==> src/rtl/energy_level.sv <==
`default_nettype none
// ============================================================================
// energy_level : prescaled saturating energy counter with hysteretic mood FSM
// Rev 1.0
// ============================================================================
module energy_level #(
  parameter int WIDTH       = 8,
  parameter int PRESCALE    = 4,
  parameter int RESET_LEVEL = 128,
  parameter int LOW_TH      = 64,
  parameter int HIGH_TH     = 192,
  parameter int HYST        = 8
) (
  input  logic             clk,
  input  logic             rst,
  input  logic             energy_inc,
  input  logic             energy_dec,
  output logic [WIDTH-1:0] energy,
  output logic [1:0]       state,
  output logic             state_changed,
  output logic             at_min,
  output logic             at_max
);

  localparam int               c_pw         = (PRESCALE > 1) ? $clog2(PRESCALE) : 1;
  localparam logic [c_pw-1:0]  c_presc_last = c_pw'(PRESCALE - 1);
  localparam logic [WIDTH-1:0] c_max        = {WIDTH{1'b1}};
  localparam logic [WIDTH-1:0] c_reset_lvl  = WIDTH'(RESET_LEVEL);

  // Thresholds are compared against a zero-extended level so that no
  // threshold value can be silently truncated into the energy width.
  localparam logic [WIDTH:0]   c_low_enter  = (WIDTH+1)'(LOW_TH);
  localparam logic [WIDTH:0]   c_low_exit   = (WIDTH+1)'(LOW_TH + HYST);
  localparam logic [WIDTH:0]   c_high_enter = (WIDTH+1)'(HIGH_TH);
  localparam logic [WIDTH:0]   c_high_exit  = (WIDTH+1)'(HIGH_TH - HYST);

  localparam logic [1:0] c_st_low    = 2'b00;
  localparam logic [1:0] c_st_normal = 2'b01;
  localparam logic [1:0] c_st_high   = 2'b10;

  logic [c_pw-1:0]  r_presc;
  logic             w_step;
  logic [WIDTH-1:0] w_energy_nxt;
  logic [WIDTH:0]   w_level;
  logic [1:0]       w_state_nxt;
  logic             w_changed_nxt;

  assign w_step  = (r_presc == c_presc_last);
  assign w_level = {1'b0, energy};

  always_comb begin
    w_energy_nxt = energy;
    if (w_step) begin
      if (energy_inc && !energy_dec && (energy != c_max)) begin
        w_energy_nxt = energy + WIDTH'(1);
      end else if (energy_dec && !energy_inc && (energy != '0)) begin
        w_energy_nxt = energy - WIDTH'(1);
      end
    end
  end

  // Flags are derived from the next energy so they move together with it.
  always_ff @(posedge clk) begin
    if (rst) begin
      r_presc <= '0;
      energy  <= c_reset_lvl;
      at_min  <= 1'b0;
      at_max  <= 1'b0;
    end else begin
      r_presc <= w_step ? '0 : r_presc + c_pw'(1);
      energy  <= w_energy_nxt;
      at_min  <= (w_energy_nxt == '0);
      at_max  <= (w_energy_nxt == c_max);
    end
  end

  always_ff @(posedge clk) begin
    if (rst) begin
      state         <= c_st_normal;
      state_changed <= 1'b0;
    end else begin
      state         <= w_state_nxt;
      state_changed <= w_changed_nxt;
    end
  end

  always_comb begin
    w_state_nxt = state;
    case (state)
      c_st_low:    if (w_level >= c_low_exit) w_state_nxt = c_st_normal;
      c_st_normal: begin
        if (w_level < c_low_enter)       w_state_nxt = c_st_low;
        else if (w_level > c_high_enter) w_state_nxt = c_st_high;
      end
      c_st_high:   if (w_level <= c_high_exit) w_state_nxt = c_st_normal;
      default:     w_state_nxt = c_st_normal;
    endcase
  end

  // Recovery from the unused encoding is silent: no pulse.
  always_comb begin
    w_changed_nxt = (state != 2'b11) && (w_state_nxt != state);
  end

endmodule
`default_nettype wire

==> config.mk <==
export PLATFORM = sky130hd
export DESIGN_NAME = energy_level
export DESIGN_NICKNAME = d
export VERILOG_FILES = /design/src/rtl/energy_level.sv
export SDC_FILE = /design/constraint.sdc
export NUM_CORES = 1
export LEC_CHECK = 0
export CAP_MARGIN = 0
export CORE_MARGIN = 5
export CORE_UTILIZATION = 45
export CTS_CLUSTER_SIZE = 10
export DETAILED_ROUTE_END_ITERATION = 10
export PLACE_DENSITY = 0.7
export RECOVER_POWER = 100
export SYNTH_ARGS = -nofsm -noshare
export SYNTH_HDL_FRONTEND = slang
export SYNTH_SLANG_ARGS = --single-unit
==> constraint.sdc <==
create_clock -name clk -period 3.1 [get_ports clk]
set_clock_uncertainty 0.15 [all_clocks]
set_input_delay 0.62 -clock clk [delete_from_list [all_inputs] [get_ports clk]]
set_output_delay 0.62 -clock clk [all_outputs]
set_load 0.01 [all_outputs]
== Word-level counts from Yosys, hierarchy flattened ==
Cells that the tools add are included.
Operators by class
  $add $sub $neg: 3
  magnitude comparators: 4
  muxes and demuxes: 8
  eq/ne operators: 7
  reduce and logical (&&, ||, !) cells: 11
Operators with widths (count)
  8-bit two-way mux: 3
  8-bit by 1-bit adder with 8-bit output (second input constant): 1
  8-bit == test (second input constant): 1
  8-bit by 7-bit >= comparator with 1-bit output (second input constant): 1
  8-bit > comparator (second input constant): 1
  8-bit <= comparator (second input constant): 1
  8-bit zero test: 1
  8-bit by 7-bit less-than comparator with 1-bit output (second input constant): 1
  2-bit two-way mux: 4
  8-bit != test (second input constant): 1
  8-bit nonzero test: 1
  8-bit by 1-bit subtractor with 8-bit output (second input constant): 1
  2-bit case mux with 3 select lines: 1
  1-bit logical AND: 5
  2-bit == test (second input constant): 2
  2-bit by 1-bit adder with 2-bit output (second input constant): 1
  2-bit by 1-bit == test with 1-bit output (second input constant): 1
  1-bit zero test: 2
  2-bit zero test: 1
  2-bit != test: 1
  2-bit != test (second input constant): 1
  2-bit OR reduction: 1
Word-level totals
  register bits after elaboration: 15
  output and inout bits: 13
  bits of input ports: 4
  logic and storage cells: 39

== Logic depth before layout (Yosys ltp) ==
Gate-level depths: netlist of run 1.
  depth in word-level cells: 7
  mapped depth: 8
  depth with buffers taken out: 8

== Worst setup path before layout of run 1 ==
Ideal clock, no wire load.
  path type: in2reg
  from: input energy_dec
  to: register at_min
  data required time: 2.847 ns
  path buffers: 0
  setup time: 0.103 ns
  cell stages on the path: 6
  slack: 0.683 ns
  arrival: 2.163 ns
  cell sequence: or2b_2 -> a211oi_1 -> o221ai_1 -> xnor2_1 -> or2_4 -> a2111oi_2
Between the ends
  word-level cells in the longest chain between the ends: 6
  elaborated cells on any way between the ends: 9
  classes of those cells: mux (3); reduce/logical (6)
RTL lines
  from (decl): RTL line 17  | input logic energy_dec,
  1-bit logical AND / 1-bit zero test (equally long branches): RTL line 56, 54
  1-bit logical AND (on tied branches): RTL line 56, 54
  8-bit two-way mux / 1-bit logical AND (equally long branches): RTL line 56, 54
  8-bit two-way mux (*): RTL line 54  | if (energy_inc && !energy_dec && (energy != c_max)) begin
  8-bit two-way mux (*): RTL line 53  | if (w_step) begin
  8-bit zero test (*): RTL line 72  | at_min <= (w_energy_nxt == '0);
  to (signal assigned): RTL line 72
  to (decl): RTL line 21  | output logic at_min,
Every way passes the cells marked *; elsewhere a longest branch is shown, timed or not.
A chain may end at the register's enable or synchronous reset.

== Worst setup path in the final report of run 1 ==
Ends and elaborated chain as after synthesis.

==> summary.md, run 1 <==
| Metric | Value |
|---|---|
| Status | finished clean |
| First DRT Iteration DRCs | 39 |
| Slew margin rel. | 0.673 |
| Psw | around 110 uW |
| Routed Antenna Nets | 0 |
| CTS tree | done |
| CTS Hold Bufs | 0 |
| Clk pwr share | 0.268 |
| Min-delay src | r_presc[0]$_SDFF_PP0_ |
| Placed cell areas | 0.00129 sq mm |
| I/O pin cnt | 17 |
| Post-CTS Setup Repair Bufs | 0 |
| Max cap viols | 0 |
| Largest net degree at the start of global routing | 15 |
| Die height | ~60 um |
| Worst reg2reg path endpoint | at_min$_SDFF_PP0_ |
| Mapped Avg Cell Area | ~8.1 sq um |
| Via density | roughly 5.9 |
| Post-layout net count | between 150 and 200 |
| Gate power share | 0.207 |
| DRC viols | 0 |
| Final worst-path cycle share | 0.894 |
| Full die area | ~0.0036 sq mm |
| Remaining global-route overflow | 0 |
| Mapped Area | 0.00112 sq mm |
| Worst IR Drop VDD | approximately 0.31 mV |
| RSZ-0062 raised after global routing | no |
| Synth Flop Type | dfxtp_1 |
| CP required | roughly 3.1 ns |
| Min-Delay Path Class | flip-flop to flip-flop |
| Gpl congestion | just under 0.9 |
| First-pass GRT wire length | approximately 4300 um |
| Final setup TNS | 0 ns |
| Number of global-route vias before repair | 985 |
| Flop pwr share | 0.525 |
| Leakage power | 0.496 nW |
| Worst R2R Start | energy[2]$_SDFF_PP0_ |
| Util after Layout | 0.541 |
| Path type of the worst setup path | primary input to flip-flop |
| WL final | roughly 2500 um |
| Minimum clock period after layout | between 2 and 3 ns |
| Clock Sinks | 15 |
| Data arrival, critical path | about 2.8 ns |
| Area Overhead vs Synth | 17.6% |
| Worst reg2reg setup slack | roughly 0.67 ns |
| Hold_ws | 0.286 ns |
| Initial antenna violation count | 0 |
| Share of cells above drive strength 1 | 0.124 |
| F_max | approximately 360 MHz |
| H-tree depth | 1 |
| Clock-pin slew on the worst setup and hold paths | 0.08 ns |
| Finished Cell Area | 0.00132 sq mm |
| Pwr dens | slightly above 300 mW/mm^2 |
| Internal Power | 290 uW |
| GRT Total Usage | 0.152 |
| Async S/R FF share, synth | 0 |
| Die Wd | 59.9 um |
| Worst r2r path cells | 7 |
| Initial Utilization | 0.460 |
| Switching share of power | 0.278 |
| Post-CTS sizing | 0 |
| Final setup fails | 0 |
| Drt wl/cell | between 10 and 15 um |
| DRT Pass-1 Iters | 4 |
| Detailed-route via count | between 1k and 1.5k |
| Clk Latency, worst-skew pair | 0.28 ns |
| Count of input and output buffers | 16 |
| Core Box Area | approximately 0.0024 sq mm |
| Synth warn | 0 |
| CP Capture Type | flip-flop |
| CP Launch Type | primary input |
| Row Count | 18 |
| Final Power | approximately 400 uW |
| Seq cells post-synth | 15 |
| DPL Wire Length | ~2000 um |
| Syn_nets | about 150 |
| CTS root buf | clkbuf_4 |
| Cells after Synth | 138 |
| Actual slew at the worst max-slew pin | a little under 0.5 ns |
| Register area share after synthesis | 0.268 |
| ANT cells | 0 |
| Max-slew violations | 0 |
| Worst Hold Depth | 1 |
| Commonest non-fill, non-tap cells in the layout | 15 x dfxtp_1, 15 x dlygate4sd3_1, 11 x nor2_1 |
| CTS Buf Count | 3 |
| Hold EP | r_presc[0]$_SDFF_PP0_ |
| Critical path peak fanout | 5 |
| Clk buf depth | 2 |
| EDFF count, synth | 0 |
| Final Hold Fails | 0 |
| Cell variety after synth | 55 |
area by class of cell:
type                       count  area (sq um)
timing repair buffer          19           183
tap                           30          37.5
inverter                       7          26.3
sequential                    15           300
clock buffer                   4          26.3
multi-input combinational    108           742
fill                         229          1120
critical path, stage by stage:
cell and delay, ns:
dlygate4sd3_1 0.60, or2b_2 0.33, a211oi_1 0.29, clkbuf_4 0.21, a211o_1 0.11, o21ai_0 0.12
or2_2 0.32, a2111oi_2 0.19
power by group through the flow:
stage	clock network (mW)	registers, mW	logic, mW
after global placement	0	0.215	0.0831
after floorplan	0	0.211	0.0609
after global routing	0.125	0.212	0.0912
after detailed placement	0	0.215	0.0843
after CTS	0.112	0.211	0.0846
final	0.107	0.211	0.0832
kinds of logic (layout without fill, tap and decap cells):
family | after synthesis | count (layout) | share of synthesized area
DFF | 15 | 15 | 0.268
AOI/OAI and AO/OA | 37 | 37 | 0.232
and+or+nand+nor | 61 | 61 | 0.339
buffers and inverters | 15 | 30 | 0.0682
xor gates and xnor gates | 5 | 5 | 0.0391
muxes | 1 | 1 | 0.00895
adders and majority gates | 4 | 4 | 0.0447
state kept, by name (all words and copies together), names as in the netlist:
| name | flops |
|---|---|
| at_max | 1 |
| state_changed | 1 |
| energy | 8 |
| at_min | 1 |
| r_presc | 2 |
| state | 2 |
per-stage QoR:
step	cells	setup slack (ns)
global route	183	0.164
detailed placement	179	0.148
finish	183	0.329
CTS	183	0.439
floorplan	138	0.683
global placement	179	0.183
worst max-delay path by stage:
stage | start | end | slack, ns | cells past startpoint
2_1_floorplan | energy_dec | at_min$_SDFF_PP0_ | 0.68 | 6
3_3_place_gp | energy_dec | at_min$_SDFF_PP0_ | 0.18 | 7
3_5_place_dp | energy_dec | at_min$_SDFF_PP0_ | 0.15 | 7
4_1_cts | energy_dec | at_min$_SDFF_PP0_ | 0.44 | 7
5_1_grt | energy_dec | at_min$_SDFF_PP0_ | 0.16 | 7
6_report | energy_dec | at_min$_SDFF_PP0_ | 0.33 | 8
synth_stat cells (all sizes together), types with 3 or more instances:
master	number	area share
a211oi	3	0.020
a21oi	7	0.031
buf	4	0.031
clkbuf	4	0.013
dfxtp	15	0.27
ha	4	0.045
inv	7	0.023
nand2	6	0.020
nand3	6	0.027
nand4	4	0.022
nor2	12	0.043
nor2b	5	0.028
nor3	5	0.022
nor3b	3	0.020
nor4	3	0.036
o21ai	9	0.044
or3	3	0.018
xnor2	5	0.039
routing by layer:
layer  routed length [um]  track usage
met3                  108       0.0389
met5                    0            0
met2                 1200        0.247
met1                 1230        0.207
met4                    3       0.0222
No activity file was read; power rests on OpenSTA's default activity.
==> run 2, diff against run 1 <==
- SLEW_MARGIN: not set -> 15
- TNS_END_PERCENT: not set -> 100
==> results of run 2 <==
Final layout, timing and power as in run 1 (identical DEF).
